[src/rtl/cpu_types_pkg.sv]
// Shared CPU types: RAM handshake status and arbiter states.
package cpu_types_pkg;

    typedef enum logic [1:0] {
        FREE   = 2'd0,
        BUSY   = 2'd1,
        ACCESS = 2'd2,
        ERROR  = 2'd3
    } ramstate_t;

    typedef enum logic [1:0] {
        IDLE = 2'd0,
        IACC = 2'd1,
        DACC = 2'd2
    } arb_state_t;

    typedef enum logic {
        GRANT_I = 1'b0,
        GRANT_D = 1'b1
    } grant_t;

endpackage

[src/rtl/mem_arbiter.sv]
// Round-robin arbiter of instruction fetch and data ports onto one RAM,
// with a watchdog that aborts accesses the RAM never completes.
module mem_arbiter
    import cpu_types_pkg::*;
#(
    parameter int TIMEOUT = 64
) (
    input  logic        clk,
    input  logic        n_rst,
    input  logic        iREN,
    input  logic [31:0] iaddr,
    output logic        iwait,
    output logic [31:0] iload,
    input  logic        dREN,
    input  logic        dWEN,
    input  logic [31:0] daddr,
    input  logic [31:0] dstore,
    output logic        dwait,
    output logic [31:0] dload,
    output logic        ramREN,
    output logic        ramWEN,
    output logic [31:0] ramaddr,
    output logic [31:0] ramstore,
    input  logic [31:0] ramload,
    input  ramstate_t   ramstate,
    output logic        tmo
);

    localparam logic [7:0] WDOG_LAST = 8'(TIMEOUT - 1);

    arb_state_t r_state;
    arb_state_t w_next;
    grant_t     r_last;
    grant_t     w_last_next;
    logic [7:0] r_wdog;
    logic       w_dreq;
    logic       w_done;
    logic       w_tmo_hit;

    assign w_dreq    = dREN | dWEN;
    assign w_done    = (ramstate == ACCESS);
    assign w_tmo_hit = (r_wdog == WDOG_LAST);

    always_comb begin
        w_next      = r_state;
        w_last_next = r_last;
        ramREN      = 1'b0;
        ramWEN      = 1'b0;
        ramaddr     = '0;
        ramstore    = '0;
        iwait       = iREN;
        dwait       = w_dreq;
        iload       = '0;
        dload       = '0;
        tmo         = 1'b0;
        unique case (r_state)
            IDLE: begin
                if (w_dreq && iREN)
                    w_next = (r_last == GRANT_I) ? DACC : IACC;
                else if (w_dreq)
                    w_next = DACC;
                else if (iREN)
                    w_next = IACC;
            end
            IACC: begin
                if (!iREN) begin
                    w_next = IDLE;
                end else begin
                    ramREN  = 1'b1;
                    ramaddr = iaddr;
                    iload   = ramload;
                    if (w_done) begin
                        iwait       = 1'b0;
                        w_last_next = GRANT_I;
                        w_next      = w_dreq ? DACC : IDLE;
                    end else if (w_tmo_hit) begin
                        tmo         = 1'b1;
                        w_last_next = GRANT_I;
                        w_next      = IDLE;
                    end
                end
            end
            DACC: begin
                if (!w_dreq) begin
                    w_next = IDLE;
                end else begin
                    // a simultaneous read+write is treated as a write
                    ramWEN   = dWEN;
                    ramREN   = dREN & ~dWEN;
                    ramaddr  = daddr;
                    ramstore = dstore;
                    dload    = ramload;
                    if (w_done) begin
                        dwait       = 1'b0;
                        w_last_next = GRANT_D;
                        w_next      = iREN ? IACC : IDLE;
                    end else if (w_tmo_hit) begin
                        tmo         = 1'b1;
                        w_last_next = GRANT_D;
                        w_next      = IDLE;
                    end
                end
            end
            default: w_next = IDLE;
        endcase
        // reset cycle looks like IDLE on every output
        if (n_rst) begin
            ramREN   = 1'b0;
            ramWEN   = 1'b0;
            ramaddr  = '0;
            ramstore = '0;
            iload    = '0;
            dload    = '0;
            tmo      = 1'b0;
            iwait    = iREN;
            dwait    = w_dreq;
        end
    end

    always_ff @(posedge clk) begin
        if (n_rst) begin
            r_state <= IDLE;
            r_last  <= GRANT_I;
            r_wdog  <= '0;
        end else begin
            r_state <= w_next;
            r_last  <= w_last_next;
            if (w_next == IDLE || w_next != r_state)
                r_wdog <= '0;
            else
                r_wdog <= r_wdog + 8'd1;
        end
    end

endmodule

[config.mk]
export PLATFORM = sky130hd
export DESIGN_NAME = mem_arbiter
export DESIGN_NICKNAME = d
export VERILOG_FILES = /design/src/rtl/cpu_types_pkg.sv /design/src/rtl/mem_arbiter.sv
export SDC_FILE = /design/constraint.sdc
export NUM_CORES = 1
export LEC_CHECK = 0
export CORE_AREA = 2 2 104 106
export CTS_BUF_LIST = sky130_fd_sc_hd__clkbuf_8
export DETAILED_ROUTE_END_ITERATION = 7
export DIE_AREA = 0 0 106 108
export SLEW_MARGIN = 30
export SYNTH_ARGS = -nofsm -noshare
export SYNTH_HDL_FRONTEND = slang
export SYNTH_SLANG_ARGS = --single-unit
[constraint.sdc]
create_clock -name clk -period 3.1 [get_ports clk]
set_clock_uncertainty 0.1 [all_clocks]
set_input_delay 0.465 -clock clk [delete_from_list [all_inputs] [get_ports clk]]
set_output_delay 0.465 -clock clk [all_outputs]
set_load 0.05 [all_outputs]
Yosys cells after proc, flatten, opt, wreduce, memory -nomap -nowiden
Cells that the tools add are included.

cells by class
  reductions and logical operators = 7
  add/subtract/negate cells = 1
  equality and inequality tests = 9
  mux-type cells = 52
  bitwise operators = 3

operators with widths
  operator               number
  $mux W32               12
  $pmux W32 S2           1
  $mux W1                25
  $mux W2                10
  $add A8 B1 Y8 const B  1
  $eq A8 B6 Y1 const B   1
  $ne A3 B3 Y1 const B   2
  $pmux W1 S2            3
  $pmux W2 S3            1
  $reduce_and A5 Y1      1
  $eq A2 B2 Y1 const B   2
  $logic_not A2 Y1       2
  $ne A2 B2 Y1 const B   2
  $eq A2 B1 Y1 const B   1
  $ne A2 B2 Y1           1
  $reduce_bool A2 Y1     1
  $reduce_or A2 Y1       1
  $and A1 B1 Y1          1
  $logic_and A1 B1 Y1    1
  $logic_or A1 B1 Y1     1
  $not A1 Y1             1
  $or A1 B1 Y1           1

storage, ports and cells
  register bits after elaboration = 11
  input port bits = 135
  output and inout bits = 133

Longest topological paths before layout
  depth in word-level cells = 8
  gate-level depth with buffers = 8

Worst setup path after synthesis
No wires, ideal clock.

  path kind = reg-to-output
  from = register r_state[0]
  to = output ramaddr[10]
  cell stages (with the launch flop) = 8
  data arrival time = 2.027 ns
  setup slack = 0.508 ns
  path buffers = 2
  path through = dfxtp_1 > inv_1 > ha_1 > o21a_1 > buf_6 > clkbuf_1 > a22oi_1 > nor2_1

on the way
  word-level cells in the longest chain between the ends = 3

ends and longest elaborated chain
  item                                          line                source
  from (decl)                                   mem_arbiter.sv:31   arb_state_t r_state;
  from (signal assigned)                        mem_arbiter.sv:126  r_state <= w_next;
  $eq A2 B2 Y1 or $eq A2 B1 Y1 (tied branches)  mem_arbiter.sv:56   unique case (r_state)
  $pmux W32 S2 (*)                              mem_arbiter.sv:56
  $mux W32 (*)                                  mem_arbiter.sv:107  if (n_rst) begin
  to (decl)                                     mem_arbiter.sv:22   output logic [31:0] ramaddr,

Mark *: on every way between the ends. The rest lies on a longest branch, timed or not.

Worst setup path after layout
  from = register r_state[0]
  to = output ramaddr[31]

The elaborated chain is that of the path after synthesis.

==> results_tabular.tex <==
\begin{tabular}{lr}
\hline
Metric & Value \\
\hline
\multicolumn{2}{l}{\textbf{Synth}} \\
Synth async-reset ratio & 0\% \\
Post-Synthesis Cells & 312 \\
Synthesized net count & 452 \\
Cell variety after synth & 44 \\
Cell type contributing the most total cell area after synthesis & sky130\_fd\_sc\_hd\_\_nor2\_1 \\
Synth warn & 0 \\
Part of the Yosys area used for sequential elements & 11.9\% \\
Share of the synthesized area in the top cell type & 20.3\% \\
Post-synthesis cell area & 0.00185 mm² \\
Cell types occupying the most area after synthesis & sky130\_fd\_sc\_hd\_\_nor2\_1, sky130\_fd\_sc\_hd\_\_a22oi\_1, sky130\_fd\_sc\_hd\_\_dfxtp\_1 \\
Number of synthesized register bits & 11 \\
Avg Inst Size Synth & 5.92 µm² \\
Top FF cell, synth & sky130\_fd\_sc\_hd\_\_dfxtp\_1 \\
Count of flip-flops with a built-in enable after synthesis & 0 \\
\multicolumn{2}{l}{\textbf{Clock tree}} \\
CTS tree & built \\
Num Clock Sinks & 11 \\
Clock latency reported for the late side of the worst-skew pair & 0.24 ns \\
CTS clk-pin slew, worst paths & 0.05 ns \\
Max clock buf depth & 2 \\
H-tree levels & 1 \\
Hold buffers post-CTS & 0 \\
Count of buffers added by post-CTS timing repair for setup & 0 \\
CTS Root Cell & sky130\_fd\_sc\_hd\_\_clkbuf\_8 \\
Quantity of gates resized following cts & 0 \\
Total CTS buffers & 3 \\
\multicolumn{2}{l}{\textbf{Detailed routing}} \\
Number of nets still failing antenna checks after routing & 0 \\
Vias per inst & 4.53 \\
Met2 layer wire length in the routed design & 6.18 mm \\
Number of remaining DRC errors & 0 \\
Final wirelength & 12.6 mm \\
Detailed-routing iteration count for the pre-antenna-repair pass & 5 \\
Drt initial violations & 120 \\
Top sig layer & met4 \\
Final routed wire length divided by cell count & 17.9 µm \\
Met3 wire length & 1.41 mm \\
Total via count after detailed routing & 3195 \\
Metal-1 WL & 4.85 mm \\
\multicolumn{2}{l}{\textbf{Layout}} \\
Fill count & 919 \\
Commonest non-fill, non-tap cells in the layout & sky130\_fd\_sc\_hd\_\_clkdlybuf4s50\_1, sky130\_fd\_sc\_hd\_\_buf\_12, sky130\_fd\_sc\_hd\_\_nor2\_1, sky130\_fd\_sc\_hd\_\_nand2\_1 \\
Most common library cell in the layout ignoring fill and taps & sky130\_fd\_sc\_hd\_\_clkdlybuf4s50\_1 \\
Final layout net count & 710 \\
Share of cells above drive strength 1 & 28.3\% \\
Relative area change from synthesis to final layout & 213\% \\
Inserted Diodes & 0 \\
Final non-filler cell area & 0.00578 mm² \\
Final core utilization & 56.5\% \\
\multicolumn{2}{l}{\textbf{Critical path}} \\
Data arrival time of the critical path & 2.17 ns \\
Setup slack of the worst register-to-register path & 0.55 ns \\
Critical path fanouts, max & 34 \\
Required time of the critical path & 2.53 ns \\
Critical path's largest stage delay & 0.38 ns \\
Startpoint type of the worst setup path & flip-flop \\
Cell count of the worst reg-to-reg path & 8 \\
Reg-to-reg critical path endpoint & r\_wdog[5]\$\_SDFF\_PP0\_ \\
Sequence of cells on the critical path & inv\_1 > ha\_1 > o21a\_1 > buf\_4 > a22oi\_1 > nor2\_1 > buf\_12 \\
WS Path Type & flip-flop to output port \\
Setup crit end kind & output port \\
Top cell family by delay on the critical path & buffers and inverters \\
Worst Path Buf+Inv & 3 \\
Launching point of the worst reg2reg path & r\_state[0]\$\_SDFF\_PP0\_ \\
Cell type of the slowest stage on the worst timing path & sky130\_fd\_sc\_hd\_\_dfxtp\_1 \\
\multicolumn{2}{l}{\textbf{Die}} \\
Ports & 268 \\
Placement Rows & 37 \\
Initial Utilization & 18.1\% \\
Die height & 108 µm \\
Die ar. & 0.0114 mm² \\
Die span in x & 106 µm \\
Core region area & 0.0102 mm² \\
\multicolumn{2}{l}{\textbf{Worst hold path}} \\
Count of cells along the worst hold path & 1 \\
Kind of path behind the tightest hold check & flip-flop to flip-flop \\
Hold path start & r\_wdog[0]\$\_SDFF\_PP0\_ \\
Hold worst-path end & r\_wdog[0]\$\_SDFF\_PP0\_ \\
\multicolumn{2}{l}{\textbf{GRT}} \\
Global-route congestion overflow total & 0 \\
Number of global-route vias before repair & 3203 \\
Combined global-route utilization of all metal layers & 21.0\% \\
Initial antenna violation count & 0 \\
Pin count of the biggest net entering global routing & 36 \\
Global-route wire length before repair & 18.4 mm \\
\multicolumn{2}{l}{\textbf{Pwr}} \\
Internal power & 0.613 mW \\
Share of power burned in the clock network & 13.0\% \\
Leakage power summed over all cells & 2.25 nW \\
Power dissipated by switching net loads & 0.474 mW \\
Worst-case vdd ir drop & 0.0000878 V \\
Sequential share of power & 14.4\% \\
Comb pwr share & 72.6\% \\
Post-layout total power & 1.09 mW \\
Net Sw Frac & 43.6\% \\
Power per cell area & 188 mW/mm² \\
\multicolumn{2}{l}{\textbf{STA}} \\
Setup repair after global routing missed its margin & false \\
Share of the clock period used by the worst path after layout & 88.4\% \\
Maximum achievable frequency & 365 MHz \\
Fin. max-slew vios & 0 \\
Setup-failing EPs final & 0 \\
Final hold vios & 0 \\
Slew headroom & 57.1\% \\
Slew of the pin with the lowest slew margin & 0.642 ns \\
Worst-case setup margin in the final layout & 0.361 ns \\
Final sum of negative setup slack & 0 ns \\
Final critical-path required period & 2.74 ns \\
\multicolumn{2}{l}{\textbf{Place}} \\
Cell area after placement & 0.00573 mm² \\
Buffers on Ports & 267 \\
Post-detail-place hpwl & 10.9 mm \\
Worst-case setup slack after placement & 0.351 ns \\
RD Place Congestion & 0.903 \\
\multicolumn{2}{l}{\textbf{Run}} \\
Max Cap Violations & 0 \\
\multicolumn{2}{l}{\textbf{Outcome}} \\
Run status & finished clean \\
\hline
\end{tabular}
## cell families (layout without fill, tap and decap cells)
| kind of cell | Yosys count | after routing | share of synthesized area [%] |
|---|---|---|---|
| multiplexers | 1 | 1 | 0.542 |
| AND/OR/NAND/NOR | 204 | 204 | 51.5 |
| flip-flops | 11 | 11 | 11.9 |
| buffers and inverters | 29 | 286 | 6.70 |
| XOR/XNOR | 6 | 6 | 2.84 |
| adder cells (fa/ha/maj) | 5 | 5 | 3.39 |
| AO/OA/AOI/OAI | 56 | 56 | 23.1 |
## worst max-delay path by stage
stage	start	end	slack, ns	cells past startpoint
3_5_place_dp	dREN	r_wdog[4]$_SDFF_PP0_	0.35	7
6_report	r_state[0]$_SDFF_PP0_	ramaddr[31]	0.36	7
3_3_place_gp	iREN	r_wdog[6]$_SDFF_PP0_	0.45	7
5_1_grt	r_state[0]$_SDFF_PP0_	ramaddr[0]	0.23	7
2_1_floorplan	r_state[0]$_SDFF_PP0_	ramaddr[10]	0.51	7
4_1_cts	r_state[0]$_SDFF_PP0_	ramaddr[17]	0.35	7
## Yosys cell counts, types with 2 or more instances
| cell | instances |
|---|---|
| sky130_fd_sc_hd__a31oi_1 | 3 |
| sky130_fd_sc_hd__clkbuf_1 | 21 |
| sky130_fd_sc_hd__nand3_1 | 2 |
| sky130_fd_sc_hd__nor2_1 | 100 |
| sky130_fd_sc_hd__nor3_1 | 9 |
| sky130_fd_sc_hd__a21boi_0 | 2 |
| sky130_fd_sc_hd__buf_6 | 2 |
| sky130_fd_sc_hd__o21ai_1 | 2 |
| sky130_fd_sc_hd__xnor2_1 | 3 |
| sky130_fd_sc_hd__and2_1 | 33 |
| sky130_fd_sc_hd__a21oi_1 | 4 |
| sky130_fd_sc_hd__ha_1 | 5 |
| sky130_fd_sc_hd__dfxtp_1 | 11 |
| sky130_fd_sc_hd__nand2_1 | 46 |
| sky130_fd_sc_hd__xor2_1 | 3 |
| sky130_fd_sc_hd__inv_1 | 5 |
| sky130_fd_sc_hd__o21ai_0 | 2 |
| sky130_fd_sc_hd__a22oi_1 | 33 |
## through the flow
step           hold slack, ns  std cells
4_1_cts                 0.422        705
3_5_place_dp            0.407        701
2_1_floorplan           0.378        312
5_1_grt                 0.447        705
3_3_place_gp            0.396        701
6_report                0.418        705
## final cells by class
type / instances / area (µm²) / share of cell area, %
Clock buffer: 3 / 41.3 / 0.714
Clock inverter: 1 / 3.75 / 0.0649
Inverter: 6 / 22.5 / 0.390
Multi-Input combinational cell: 272 / 1510 / 26.2
Sequential cell: 11 / 220 / 3.81
Tap cell: 136 / 170 / 2.94
Timing Repair Buffer: 276 / 3810 / 65.9
## state kept, by name, summed over array words and instances, names as in the netlist
signal,count
r_last,1
r_state,2
r_wdog,8
## layer usage
layer  vias up  GRT usage [%]
met5         -              0
met2       162           37.1
met3        12           8.44
li1       1558              -
met1      1463           24.0
met4         0           4.14
## power groups by stage
stage               clock network, mW  logic (mW)  registers [mW]
floorplan                           0       0.361           0.157
global placement                    0       0.779           0.158
detailed placement                  0       0.787           0.159
CTS                             0.146       0.789           0.156
global route                    0.149       0.829           0.157
finish                          0.141       0.790           0.156
No activity file was read; power rests on OpenSTA's default activity.
